### src/rtl/dest_reg_tracker_if.sv
// Bundle between the ID stage and the destination-register tracker: ID instruction
// fields going in; stall, forwarding selects and per-stage destinations coming back.
interface dest_reg_tracker_if;
   logic        id_valid;
   logic [4:0]  id_rd;
   logic        id_we;
   logic        id_ld;
   logic [4:0]  id_ra;
   logic [4:0]  id_rb;
   logic        id_ra_used;
   logic        id_rb_used;
   logic        flush;

   logic        stall;
   logic [1:0]  fwd_a;
   logic [1:0]  fwd_b;
   logic [4:0]  ex_rd;
   logic [4:0]  mem_rd;
   logic [4:0]  wb_rd;
   logic        wb_we;
   logic [15:0] stall_cnt;

   modport master (
      output id_valid, id_rd, id_we, id_ld, id_ra, id_rb, id_ra_used, id_rb_used, flush,
      input  stall, fwd_a, fwd_b, ex_rd, mem_rd, wb_rd, wb_we, stall_cnt
   );

   modport slave (
      input  id_valid, id_rd, id_we, id_ld, id_ra, id_rb, id_ra_used, id_rb_used, flush,
      output stall, fwd_a, fwd_b, ex_rd, mem_rd, wb_rd, wb_we, stall_cnt
   );
endinterface

### src/rtl/dest_reg_tracker.sv
// Tracks the destination register of the EX/MEM/WB instructions and derives the
// load-use stall, the operand forwarding selects and a saturating stall counter.
module dest_reg_tracker #(
   parameter logic [15:0] STALL_CNT_MAX = 16'hFFFF
) (
   input logic               clk,
   input logic               rst_n,
   dest_reg_tracker_if.slave bus
);

   typedef struct packed {
      logic [4:0] rd;
      logic       we;
      logic       ld;
   } stage_t;

   stage_t      ex_q;
   stage_t      mem_q;
   stage_t      wb_q;
   stage_t      ex_d;
   logic        ex_live;
   logic        hazard_a;
   logic        hazard_b;
   logic        stall_int;
   logic [1:0]  fwd_a_int;
   logic [1:0]  fwd_b_int;
   logic [15:0] stall_cnt_q;

   // Youngest live writer wins; GR0 is never treated as a writer.
   function automatic logic [1:0] fwd_code(
      input logic [4:0] src,
      input logic       used,
      input logic       stall_now,
      input stage_t     ex,
      input stage_t     mem,
      input stage_t     wb
   );
      logic [1:0] code;
      code = 2'b00;
      if (used && !stall_now) begin
         if (ex.we && ex.rd != 5'd0 && ex.rd == src)
            code = 2'b01;
         else if (mem.we && mem.rd != 5'd0 && mem.rd == src)
            code = 2'b10;
         else if (wb.we && wb.rd != 5'd0 && wb.rd == src)
            code = 2'b11;
      end
      return code;
   endfunction

   always_comb begin
      ex_live   = ex_q.we && (ex_q.rd != 5'd0);
      hazard_a  = bus.id_ra_used && (bus.id_ra == ex_q.rd);
      hazard_b  = bus.id_rb_used && (bus.id_rb == ex_q.rd);
      stall_int = bus.id_valid && ex_q.ld && ex_live && (hazard_a || hazard_b);
      fwd_a_int = fwd_code(bus.id_ra, bus.id_ra_used, stall_int, ex_q, mem_q, wb_q);
      fwd_b_int = fwd_code(bus.id_rb, bus.id_rb_used, stall_int, ex_q, mem_q, wb_q);
   end

   // A stalled or flushed ID instruction leaves a bubble behind it in EX.
   always_comb begin
      ex_d = '0;
      if (bus.id_valid && !stall_int && !bus.flush) begin
         ex_d.rd = bus.id_rd;
         ex_d.we = bus.id_we;
         ex_d.ld = bus.id_ld;
      end
   end

   always_ff @(posedge clk or negedge rst_n) begin
      if (!rst_n) begin
         ex_q  <= '0;
         mem_q <= '0;
         wb_q  <= '0;
      end else begin
         ex_q  <= ex_d;
         mem_q <= ex_q;
         wb_q  <= mem_q;
      end
   end

   always_ff @(posedge clk or negedge rst_n) begin
      if (!rst_n)
         stall_cnt_q <= 16'd0;
      else if (stall_int && stall_cnt_q != STALL_CNT_MAX)
         stall_cnt_q <= stall_cnt_q + 16'd1;
   end

   assign bus.stall     = stall_int;
   assign bus.fwd_a     = fwd_a_int;
   assign bus.fwd_b     = fwd_b_int;
   assign bus.ex_rd     = ex_q.rd;
   assign bus.mem_rd    = mem_q.rd;
   assign bus.wb_rd     = wb_q.rd;
   assign bus.wb_we     = wb_q.we && (wb_q.rd != 5'd0);
   assign bus.stall_cnt = stall_cnt_q;

endmodule

### src/flat_wrapper.sv
// flat-port wrapper written by rule: the top's interface ports become plain ports
module dest_reg_tracker_flat 
#(
   parameter logic [15:0] STALL_CNT_MAX = 16'hFFFF
)
  (clk, rst_n, bus_id_valid, bus_id_rd, bus_id_we, bus_id_ld, bus_id_ra, bus_id_rb, bus_id_ra_used, bus_id_rb_used, bus_flush, bus_stall, bus_fwd_a, bus_fwd_b, bus_ex_rd, bus_mem_rd, bus_wb_rd, bus_wb_we, bus_stall_cnt);
  dest_reg_tracker_if bus_i ();
  input logic clk;
  input logic rst_n;
  input wire logic [$bits(bus_i.id_valid)-1:0] bus_id_valid;
  input wire logic [$bits(bus_i.id_rd)-1:0] bus_id_rd;
  input wire logic [$bits(bus_i.id_we)-1:0] bus_id_we;
  input wire logic [$bits(bus_i.id_ld)-1:0] bus_id_ld;
  input wire logic [$bits(bus_i.id_ra)-1:0] bus_id_ra;
  input wire logic [$bits(bus_i.id_rb)-1:0] bus_id_rb;
  input wire logic [$bits(bus_i.id_ra_used)-1:0] bus_id_ra_used;
  input wire logic [$bits(bus_i.id_rb_used)-1:0] bus_id_rb_used;
  input wire logic [$bits(bus_i.flush)-1:0] bus_flush;
  output wire logic [$bits(bus_i.stall)-1:0] bus_stall;
  output wire logic [$bits(bus_i.fwd_a)-1:0] bus_fwd_a;
  output wire logic [$bits(bus_i.fwd_b)-1:0] bus_fwd_b;
  output wire logic [$bits(bus_i.ex_rd)-1:0] bus_ex_rd;
  output wire logic [$bits(bus_i.mem_rd)-1:0] bus_mem_rd;
  output wire logic [$bits(bus_i.wb_rd)-1:0] bus_wb_rd;
  output wire logic [$bits(bus_i.wb_we)-1:0] bus_wb_we;
  output wire logic [$bits(bus_i.stall_cnt)-1:0] bus_stall_cnt;
  assign bus_i.id_valid = bus_id_valid;
  assign bus_i.id_rd = bus_id_rd;
  assign bus_i.id_we = bus_id_we;
  assign bus_i.id_ld = bus_id_ld;
  assign bus_i.id_ra = bus_id_ra;
  assign bus_i.id_rb = bus_id_rb;
  assign bus_i.id_ra_used = bus_id_ra_used;
  assign bus_i.id_rb_used = bus_id_rb_used;
  assign bus_i.flush = bus_flush;
  assign bus_stall = bus_i.stall;
  assign bus_fwd_a = bus_i.fwd_a;
  assign bus_fwd_b = bus_i.fwd_b;
  assign bus_ex_rd = bus_i.ex_rd;
  assign bus_mem_rd = bus_i.mem_rd;
  assign bus_wb_rd = bus_i.wb_rd;
  assign bus_wb_we = bus_i.wb_we;
  assign bus_stall_cnt = bus_i.stall_cnt;
  dest_reg_tracker #(.STALL_CNT_MAX(STALL_CNT_MAX)) u_core (.clk(clk), .rst_n(rst_n), .bus(bus_i));
endmodule
### config.mk
export PLATFORM = sky130hd
export DESIGN_NAME = dest_reg_tracker_flat
export DESIGN_NICKNAME = d
export VERILOG_FILES = /design/src/rtl/dest_reg_tracker_if.sv /design/src/rtl/dest_reg_tracker.sv /design/src/flat_wrapper.sv
export SDC_FILE = /design/constraint.sdc
export NUM_CORES = 1
export LEC_CHECK = 0
export BUFFER_PORTS_ARGS = -buffer_cell sky130_fd_sc_hd__buf_4
export CAP_MARGIN = 20
export CORE_MARGIN = 2
export CORE_UTILIZATION = 50
export CTS_CLUSTER_DIAMETER = 100
export DETAILED_ROUTE_END_ITERATION = 8
export HOLD_SLACK_MARGIN = 0.15
export MAX_ROUTING_LAYER = met4
export PLACE_DENSITY = 0.78
export SLEW_MARGIN = 20
export SYNTH_ARGS = -nofsm -noshare
export SYNTH_HDL_FRONTEND = slang
export SYNTH_SLANG_ARGS = --single-unit
### constraint.sdc
create_clock -name clk -period 2.27 [get_ports clk]
set_input_delay 0.227 -clock clk [delete_from_list [all_inputs] [get_ports clk]]
set_output_delay 0.227 -clock clk [all_outputs]
set_load 0.1 [all_outputs]
; Yosys cells after proc, flatten, opt, wreduce, memory -nomap -nowiden
; Cells that the tools add are included.
[word_totals]
ff_bits = 35
input_bits = 23
output_inout_bits = 37
word_cells = 52
[classes]
n_addsub = 1
n_eq_ne = 9
n_mux = 9
reduce_logical = 25
[ops]
columns = operator, count
row1 = 5-bit equality test, 8
row2 = 1-bit logical AND, 19
row3 = "16-bit by 1-bit adder with 16-bit output, second input constant", 1
row4 = 2-bit 2-to-1 mux, 8
row5 = "16-bit != test, second input constant", 1
row6 = 5-bit nonzero test, 3
row7 = 7-bit 2-to-1 mux, 1
row8 = 1-bit zero test, 2
row9 = 1-bit logical OR, 1

; Longest topological paths before layout
; Gate-level depths: netlist of run 1.
[logic_depth]
ltp_word = 8
depth_mapped = 6
ltp_nobuf = 6

; Worst setup path before layout of run 1
; No wires, ideal clock.
[synth_timing]
path_kind = register to output
start = register u_core.wb_q, in the netlist u_core.bus.wb_rd[3]
end = output port bus_fwd_a[1]
t_arrival_ns = 3.855
path_slack_ns = -1.812
stages_incl_launch_ff = 6
path_cell_list = dfrtp_1 > or4_1 > o21a_1 > and4_1 > nor2_1 > nor3b_1
[synth_between]
elab_chain_cells = 7
word_cells_on_any_way = 8
classes_between = eq/ne: 1 / mux: 4 / reduce/logical: 3
[synth_lines]
columns = element, line_no
row1 = from (decl), dest_reg_tracker.sv:19  ; stage_t wb_q;
row2 = from (signal assigned), dest_reg_tracker.sv:78  ; wb_q <= mem_q;
row3 = 5-bit nonzero test, n/a
row4 = 1-bit logical AND, n/a
row5 = net bus_wb_we, flat_wrapper.sv:25  ; output wire logic [$bits(bus_i.wb_we)-1:0] bus_wb_we;
row6 = 1-bit logical AND, dest_reg_tracker.sv:45  ; else if (wb.we && wb.rd != 5'd0 && wb.rd == src)
row7 = 2-bit 2-to-1 mux, dest_reg_tracker.sv:45
row8 = 2-bit 2-to-1 mux, dest_reg_tracker.sv:43  ; else if (mem.we && mem.rd != 5'd0 && mem.rd == src)
row9 = 2-bit 2-to-1 mux, dest_reg_tracker.sv:41  ; if (ex.we && ex.rd != 5'd0 && ex.rd == src)
row10 = 2-bit 2-to-1 mux, dest_reg_tracker.sv:40  ; if (used && !stall_now) begin
row11 = to (decl), flat_wrapper.sv:20  ; output wire logic [$bits(bus_i.fwd_a)-1:0] bus_fwd_a;
; The timed path passes the listed nets, and every way through them passes these cells.

; Worst setup path in the final report of run 1
[layout_timing]
start = register u_core.mem_q, in the netlist u_core.bus.mem_rd[2]
end = output port bus_fwd_a[1]
[layout_between]
elab_chain_cells = 6
word_cells_on_any_way = 7
classes_between = eq/ne: 1 / mux: 3 / reduce/logical: 3
[layout_lines]
columns = element, line_no
row1 = from (decl), dest_reg_tracker.sv:18  ; stage_t mem_q;
row2 = from (signal assigned), dest_reg_tracker.sv:77  ; mem_q <= ex_q;
row3 = 5-bit nonzero test, dest_reg_tracker.sv:43
row4 = 1-bit logical AND, dest_reg_tracker.sv:43
row5 = 1-bit logical AND (*), dest_reg_tracker.sv:43
row6 = 2-bit 2-to-1 mux (*), dest_reg_tracker.sv:43
row7 = 2-bit 2-to-1 mux (*), dest_reg_tracker.sv:41
row8 = 2-bit 2-to-1 mux (*), dest_reg_tracker.sv:40
; Mark *: on every way between the ends. The rest lies on a longest branch, timed or not.

==> metrics, run 1 <==
final std cells w/o fill ~300; Top Family by Delay on Critical Path simple AND/OR/NAND/NOR gates; sequential area share after synthesis between 40% and 50%; Tcrit/Tclk final 102.4%; fmax ~430 MHz; Crit Path Class reg -> out; largest net degree at the start of global routing 36; ANT cells 0; worst slew pin tran around 0.44 ns; Synth Register Bits 35; detailed-route vias per instance 5.289; share of layout cells above drive strength 1 44.53%; post-route ant nets 0; Final Core Density 76.32%; worst setup margin -0.05404 ns; Sequential Power Share approximately two fifths; syn nets around 210; status complete, but fails checks; Hold WS approximately 0.39 ns; Synth area leaders dfrtp_1 (45%), xor2_1 (12%), xnor2_1 (7.7%); Pleak approximately 1.3 nW; Final Hold Fails 0; Post-Syn Area between 1500 and 2000 µm²; gr usage total between 20% and 30%; Initial Utilization a little over half; final worst path period need ~2.3 ns; CTS tree done; Finish-stage setup viols 1; number of fill cells 240; unrepaired setup endpoints after global routing yes; Ys Warns 0; Post-Syn Area per Cell around 10 µm²; first-pass GRT wire length around 7500 µm; Sink Count 35; Fin Setup TNS -0.05404 ns; TritonCTS Buffers 5; GP Congestion approximately 0.89; Net Sw Frac 26.82%; area leader, netlist dfrtp_1; Commonest cells post-synth dfrtp_1 (35), xor2_1 (27), xnor2_1 (17); Worst Path Required just over 2 ns; die span in x about 66 µm; CTS Root Cell clkbuf_8; register area about 890 µm²; post-route cell area 2815 µm²; combinational power share approximately 17%; Int Power roughly 1.2 mW; dpl cells between 200 and 300; Crit path buffers/inverters 2; drt pass-1 iters 4; vias in the first global route 1,559; number of synthesized flops with an enable pin 0; H-Tree Depth 2; placement-stage cell area approximately 2400 µm²; asr flop ratio synth 100.0%; # DRC 0; Clock Path Buffers 2; top-count cell post-synth dfrtp_1; std cell rows 22; die area ~4400 µm²; GR Overflow Total 0; slowest cell delay on critical path between 0.4 and 0.5 ns; I/O pins 60; dpl hpwl 3199 µm; routed wire length between 4000 and 5000 µm; Pins Over Slew Limit 0; Hold/Removal Path Class in -> reg; violated checks negative setup slack; clk_skew 0.003013 ns; CP endpoint kind primary output; Critical-path top delay cell dfrtp_1; crit-path cells buf_4 > xnor2_1 > nand3_1 > nor4_2 > nor2_2 > nor3b_4 > buf_12; CP arrival around 2.1 ns; Syn Inst Count 187; power share of the clock group 42.2%; worst-skew pair later-pin latency roughly 0.30 ns; switching pwr 430.8 µW; area occupied by multi-input gates 1065 µm²; Synth top area share about 45%; Slew headroom between 70 and 80%; dominant synthesized flop cell dfrtp_1; clk slew on worst S/H paths roughly 0.070 ns; vias after detailed routing around 1,600; Vert. Die Dim approximately 66 µm; WL/cell between 15 and 20 µm; Setup WS pre-CTS 0.1841 ns; initial antenna violation count 0; initial DRC count 49; CP Max Fanout 3; pwr dens ~570 nW/µm²; startpoint types flop; Core Box Area between 3000 and 4000 µm²; NumNets Final between 200 and 300; synth unique cells 32; VDD IR max about 570 µV; max_cap viols 0; area delta synth->final 44.69%; Port Buf Inserts 59; Power, Total between 1.5 and 2 mW
layer usage:
metal	share of wire (%)	up-vias	track usage, %
li1	-	760	-
met1	44	781	30.39
met2	49	58	36.50
met3	5.3	9	6.303
met4	1.4	0	8.418
met5	0	-	-
state kept, by name (all words and copies together), names as in the netlist:
| signal | flops |
|---|---|
| u_core.wb_q | 1 |
| u_core.bus.wb_rd | 5 |
| u_core.bus.stall_cnt | 16 |
| u_core.bus.mem_rd | 5 |
| u_core.mem_q | 1 |
| u_core.ex_q | 2 |
| u_core.bus.ex_rd | 5 |
power groups by stage:
stage	registers, mW	clock network, mW	logic, mW
2_1_floorplan	0.664	0	0.163
3_3_place_gp	0.664	0	0.234
3_5_place_dp	0.665	0	0.235
4_1_cts	0.652	0.683	0.258
5_1_grt	0.657	0.719	0.287
6_report	0.656	0.678	0.272
kinds of logic after synthesis:
family / Yosys count / synth area share [%]
simple gates: 73 / 21.54
xor+xnor: 44 / 19.81
flops: 35 / 45.02
buf+inv: 20 / 6.816
compound gates: 12 / 4.823
mux: 2 / 1.350
fa+ha+maj: 1 / 0.6430
area by class of cell:
| cell class | count | area share, % |
|---|---|---|
| sequential | 35 | 31.64 |
| clock buffer | 5 | 2.444 |
| tap | 48 | 2.133 |
| clock inverter | 3 | 2.400 |
| timing repair buffer | 77 | 23.02 |
| inverter | 4 | 0.5333 |
| multi-input combinational | 132 | 37.82 |
placed cells by master (no fill, tap or decap), types with 2 or more instances in the layout:
master          n
buf_4          65
o21ai_4         2
nor4_4          2
nand2b_1        2
nand4_1         5
nand3_1        13
nor4_1          3
xnor2_1        17
dlygate4sd3_1   8
inv_1           4
xor2_1         27
bufinv_16       2
buf_12          4
and4_1          2
dfrtp_2        12
nor2_1          7
clkbuf_8        5
nor3_1         10
nand2b_4        2
nand2_1         7
dfrtp_1        23
and2_1          7
or4_4           2
worst paths after layout:
kind                                          from                      end  slack [ns]  depth (start not counted)
max                           u_core.bus.mem_rd[2]             bus_fwd_a[1]       -0.05                          7
min                                      bus_flush      u_core.bus.ex_rd[3]        0.39                          4
max reg2reg                u_core.bus.stall_cnt[0]  u_core.bus.stall_cnt[1]        0.40                          6
min reg2reg                         u_core.ex_q[1]          u_core.mem_q[1]        0.41                          0
max in group asynchronous                    rst_n  u_core.bus.stall_cnt[5]        1.53                          2
min in group asynchronous                    rst_n      u_core.bus.ex_rd[3]        0.41                          2
worst register-to-register path, delay by kind of cell, from the launching register on:
family	cells	cell delay, ns
simple gates	3	0.60
flops	1	0.40
compound gates	1	0.29
mux	1	0.29
fa+ha+maj	1	0.17
what timing repair did:
item                                    4_1_cts  5_1_grt
endpoints found under the setup margin        4        5
buffers inserted                              4        1
hold buffers                                  8        0
hold endpoints to repair                     42        0
gates resized for setup                      15       22
pin swaps                                     0        5
(Power assumes the default switching activity.)
==> inputs of run 2 (changes only) <==
- PLACE_DENSITY: 0.78 -> 0.85
==> run 2 against run 1 <==
  * The flow still finishes with violations (negative setup slack)
  * First-iteration DRC count is 29% higher
  * Non-clock buffer count decreased by 2
  * Clock power shrank 28%
  * Die area is the same
  * Critical endpoint is now bus_fwd_b[1]
  * Largest cell class unchanged
==> metrics, run 2 (synthesis gave the netlist of run 1 again) <==
status complete, but fails checks; violated checks negative setup slack; Crit path buffers/inverters 1; Final Core Density about three quarters; vias after detailed routing ~1,600; drt pass-1 iters 4; area delta synth->final 42.77%; post-route ant nets 0; Core Box Area between 3000 and 4000 µm²; Int Power a little over 1 mW; Worst Path Required 2.04 ns; GP Congestion roughly 0.85; Fin Setup TNS -0.04280 ns; worst-skew pair later-pin latency 0.29 ns; post-route cell area approximately 2800 µm²; Hold WS between 0.15 and 0.2 ns; Vert. Die Dim ~66 µm; pwr dens 511.3 nW/µm²; crit-path cells xnor2_1 > nand3_1 > a2bb2o_2 > nand2_1 > and4_4 > buf_12; worst setup margin -0.01629 ns; Largest register FFs 16; first-pass GRT wire length roughly 7600 µm; dpl hpwl 3308 µm; vias in the first global route 1,554; reg2reg path depth 6; hold path depth 2; unrepaired setup endpoints after global routing yes; routed wire length ~5000 µm; combinational power share 19.4%; die span in x ~66 µm; critical path depth 6; CP Max Fanout 5; Port Buf Inserts 59; clk_skew about 0.0038 ns; initial antenna violation count 0; startpoint types flop; Sequential Power Share roughly 46%; largest net degree at the start of global routing 36; slowest cell delay on critical path 0.47 ns; CTS tree done; WL/cell between 15 and 20 µm; Pins Over Slew Limit 0; Slew headroom between 70% and 80%; R2R setup slack 0.25 ns; # DRC 0; clk slew on worst S/H paths approximately 0.060 ns; Hold/Removal Path Class in -> reg; power share of the clock group between 30% and 40%; TritonCTS Buffers 5; fmax about 440 MHz; Net Sw Frac between 20 and 30%; detailed-route vias per instance 5.328; std cell rows 22; Tcrit/Tclk final 100.7%; Power, Total 1.420 mW; Finish-stage setup viols 3; CP arrival approximately 2.1 ns; gr usage total 23.92%; CP endpoint kind primary output; NumNets Final between 200 and 300; switching pwr between 400 and 500 µW; commonest cells after routing, fill and taps aside buf_4 (65), xor2_1 (26), dfrtp_1 (22), xnor2_1 (17), dfrtp_2 (13); worst slew pin tran roughly 0.45 ns; Pleak around 1.3 nW; most common cell after layout, fill and taps aside buf_4; share of layout cells above drive strength 1 a little under half; final worst path period need ~2.3 ns; Crit Path Class reg -> out; Critical-path top delay cell dfrtp_2; Top Family by Delay on Critical Path simple AND/OR/NAND/NOR gates; max_cap viols 0; die area 4406 µm²; Initial Utilization 52.75%; I/O pins 60; H-Tree Depth 2; GR Overflow Total 0; ANT cells 0; VDD IR max 339.7 µV; Final Hold Fails 0; Sink Count 35; Clock Path Buffers 2; placement-stage cell area 2402 µm²; CTS Root Cell clkbuf_8; initial DRC count 63
run 2: path summary, 6_finish.rpt:
path                                      from                       end
min                               bus_id_rd[2]       u_core.bus.ex_rd[2]
max                        u_core.bus.ex_rd[1]              bus_fwd_b[1]
min reg2reg                     u_core.ex_q[1]           u_core.mem_q[1]
max reg2reg                u_core.bus.ex_rd[1]  u_core.bus.stall_cnt[15]
min in group asynchronous                rst_n       u_core.bus.ex_rd[4]
max in group asynchronous                rst_n   u_core.bus.stall_cnt[3]
run 2: area by class of cell:
type / count / area, µm²
Multi-Input combinational cell: 132 / 1082
Fill cell: 262 / 910.9
Sequential cell: 35 / 892.1
Timing Repair Buffer: 75 / 628.1
Clock buffer: 8 / 100.1
Tap cell: 48 / 60.06
Inverter: 4 / 15.01
run 2: routing by layer:
metal / vias up / routed length [µm] / global-route usage [%]
met5: - / 0 / -
met3: 11 / 239 / 5.622
met2: 55 / 2573 / 36.00
li1: 760 / - / -
met1: 783 / 2106 / 31.63
met4: 0 / 95 / 8.929
run 2: stage by stage:
| stage | worst slack [ns] | std cells |
|---|---|---|
| floorplan | -0.08119 | 187 |
| global placement | 0.1914 | 282 |
| detailed placement | 0.1166 | 282 |
| CTS | 0.004630 | 298 |
| global route | -0.08343 | 302 |
| finish | -0.01629 | 302 |
run 2: power by group through the flow:
stage / Sequential (mW) / Clock [mW] / Combinational, mW
3_3_place_gp: 0.664 / 0 / 0.232
4_1_cts: 0.652 / 0.498 / 0.251
6_report: 0.656 / 0.489 / 0.275
3_5_place_dp: 0.665 / 0 / 0.235
2_1_floorplan: 0.664 / 0 / 0.163
5_1_grt: 0.658 / 0.527 / 0.289
run 2: timing repair:
action | in CTS | in global routing
endpoints found under the setup margin | 5 | 5
pin swaps | 0 | 6
buffers inserted | 2 | 4
hold endpoints to repair | 40 | 0
resized for setup | 14 | 30
hold buffers | 6 | 0
==> inputs of run 3 (changes only) <==
--- a/config.mk
+++ b/config.mk
@@ -7,2 +7,3 @@
 export LEC_CHECK = 0
+export ABC_AREA = 1
 export BUFFER_PORTS_ARGS = -buffer_cell sky130_fd_sc_hd__buf_4
@@ -15,3 +16,3 @@
 export MAX_ROUTING_LAYER = met4
-export PLACE_DENSITY = 0.85
+export PLACE_DENSITY = 0.83
 export SLEW_MARGIN = 20
==> constraint.sdc (replaced) <==
create_clock -name clk -period 2.65 [get_ports clk]
set_input_delay 0.53 -clock clk [delete_from_list [all_inputs] [get_ports clk]]
set_output_delay 0.53 -clock clk [all_outputs]
set_load 0.1 [all_outputs]
==> run 3 against run 2 <==
  * Flip-flop and latch count unchanged
  * First-iteration DRC count increased to 2.8 times the previous value
  * Register-to-register slack improved by 0.64 ns
  * Utilization decreased by 12 points
  * Final cell count increased by 32%
  * The flow now finishes without violations
  * Highest routed layer unchanged
  * Largest cell class unchanged
  * Die area increased by 15%
  * Combinational power decreased by 24%
==> metrics, run 3 <==
status complete, no violations; Worst Path Required 2.12 ns; initial antenna violation count 0; ANT cells 0; fmax a little over 400 MHz; area leader, netlist dfrtp_1; Finish-stage setup viols 0; combinational power share a little under a fifth; post-route ant nets 0; CP Max Fanout 6; vias in the first global route approximately 2,000; worst-skew pair later-pin latency slightly below 0.3 ns; adder-cell share of the synthesized area less than 1%; vias after detailed routing a little over 2,000; Pleak 1.447 nW; drt pass-1 iters 4; post-CTS resize count 0; Crit Path Class reg -> out; clk slew on worst S/H paths 0.07 ns; top-count cell post-synth nand2_1; Vert. Die Dim 71.15 µm; most common cell after layout, fill and taps aside nand2_1; unrepaired setup endpoints after global routing no; die area 5062 µm²; Post-Syn Area per Cell between 7 and 8 µm²; pwr dens 418.0 nW/µm²; Initial Utilization between 50% and 60%; Clock Path Buffers 2; Ys Warns 0; gr usage total between 20% and 30%; simple-gate share of the synthesized area between 30% and 40%; Syn Inst Count 298; Commonest cells post-synth nand2_1 (88), nor2_1 (42), dfrtp_1 (35); sequential area share after synthesis 38.85%; Int Power between 700 and 800 µW; Pins Over Slew Limit 0; startpoint types flop; NumNets Final ~370; number of fill cells roughly 370; CTS Hold Bufs 0; GP Congestion between 0.9 and 1; CTS Root Cell clkbuf_8; Post-Syn Area around 2300 µm²; XOR/XNOR share of the synthesized area a little over an eighth; Synth area leaders dfrtp_1 (39%), nand2_1 (15%), xnor2_1 (9.3%); Slew headroom roughly 71%; syn nets around 320; compound-cell area share of the yosys netlist approximately 1.9%; TritonCTS Buffers 5; synth unique cells 24; largest net degree at the start of global routing 36; CP endpoint kind primary output; Net Sw Frac just over 30%; std cell rows 24; CP arrival between 1.5 and 2 ns; dominant synthesized flop cell dfrtp_1; GR Overflow Total 0; final std cells w/o fill 400; Final Hold Fails 0; commonest cells after routing, fill and taps aside nand2_1 (88), buf_4 (61), nor2_1 (38), dfrtp_1 (35), inv_1 (25); clk_skew 0.006722 ns; Synth top area share about two fifths; Hold/Removal Path Class in -> async; Sink Count 35; mux share of post-synthesis cell area 0%; area delta synth->final 21.53%; VDD IR max around 290 µV; H-Tree Depth 2; share of layout cells above drive strength 1 between 20% and 30%; WL/cell between 10 and 15 µm; worst slew pin tran approximately 0.44 ns; Sequential Power Share 49.0%; asr flop ratio synth between 90% and 100%; Tcrit/Tclk final between 90% and 100%; Largest register FFs 16; dpl cells about 390; first-pass GRT wire length 8970 µm; switching pwr roughly 350 µW; CTS tree done; routed wire length 5155 µm; I/O pins 60; final worst path period need ~2.5 ns; Hold WS 0.1785 ns; number of synthesized flops with an enable pin 0; max_cap viols 0; Core Box Area around 4400 µm²; post-CTS setup buffer count 0; largest family of logic cells by synthesized area simple AND/OR/NAND/NOR gates; Synth Register Bits 35; dpl hpwl a little under 4000 µm; power share of the clock group roughly 33%; # DRC 0; detailed-route vias per instance 5.068; initial DRC count ~180; Final Core Density around 63%; Port Buf Inserts between 50 and 60; die span in x 71.15 µm
run 3: cell types whose count changed after synthesis, moves of 7 or more:
cell	before	now
and2_1	7	0
nand4_1	5	19
xnor2_1	17	24
nor3_1	11	3
nor2_1	8	42
inv_1	4	25
nand2_1	7	88
xor2_1	27	10
run 3: power groups by stage:
stage          combinational (mW)  sequential (mW)  clock, mW
2_1_floorplan               0.147            0.568          0
4_1_cts                     0.209            0.561      0.383
5_1_grt                     0.224            0.563      0.404
3_3_place_gp                0.205            0.571          0
6_report                    0.209            0.562      0.375
3_5_place_dp                0.209            0.572          0
run 3: logic make-up after synthesis:
logic type	count (synthesis)
buf+inv	46
flops	35
xor+xnor	34
fa+ha+maj	1
compound gates	8
simple gates	174
run 3: per-layer routing:
| metal | share of wire [%] | track usage [%] | wire [µm] | vias up |
|---|---|---|---|---|
| met5 | 0 | - | 0 | - |
| met4 | 0.81 | 7.338 | 42 | 0 |
| met3 | 7.1 | 5.556 | 364 | 4 |
| met2 | 46 | 33.74 | 2388 | 67 |
| met1 | 46 | 31.45 | 2359 | 935 |
| li1 | - | - | - | 1021 |
run 3: path summary, 6_finish.rpt:
kind,start,to,slack (ns),cells after the start
worst max-delay path,u_core.bus.ex_rd[0],bus_fwd_b[0],0.19,8
worst min-delay path,rst_n,u_core.bus.mem_rd[0],0.18,1
worst max register to register,u_core.bus.stall_cnt[0],u_core.bus.stall_cnt[7],0.89,9
worst min register to register,u_core.mem_q[1],u_core.wb_q[1],0.38,0
max in group asynchronous,rst_n,u_core.bus.stall_cnt[11],2.15,1
min in group clk,u_core.mem_q[1],u_core.wb_q[1],0.38,0
run 3: cell type report:
| class | instances | area [µm²] | area share [%] |
|---|---|---|---|
| Sequential cell | 35 | 875.8 | 31.96 |
| Timing Repair Buffer | 61 | 457.9 | 16.71 |
| Multi-Input combinational cell | 217 | 1156 | 42.19 |
| Clock inverter | 3 | 15.01 | 0.5479 |
| Clock buffer | 5 | 68.82 | 2.511 |
| Inverter | 27 | 101.3 | 3.699 |
| Tap cell | 52 | 65.06 | 2.374 |
run 3: worst max-delay path, cell delays in order (launching register included):
cell and delay (ns):
dfrtp_1 0.44, nor2_1 0.12, nand3_1 0.11, o21ai_4 0.23, nor2_4 0.05, nand2_1 0.15
nand2_1 0.13, nor2_2 0.12, buf_4 0.29
run 3: stage by stage:
| step | area (µm²) | setup WS (ns) | TNS, ns | power, mW |
|---|---|---|---|---|
| finish | 2740 | 0.1885 | 0 | 1.145 |
| CTS | 2733 | 0.1428 | 0 | 1.154 |
| global route | 2740 | 0.04754 | 0 | 1.191 |
| detailed placement | 2649 | 0.3597 | 0 | 0.7806 |
| floorplan | 2265 | -0.1368 | -0.2736 | 0.7154 |
| global placement | 2649 | 0.4546 | 0 | 0.7759 |
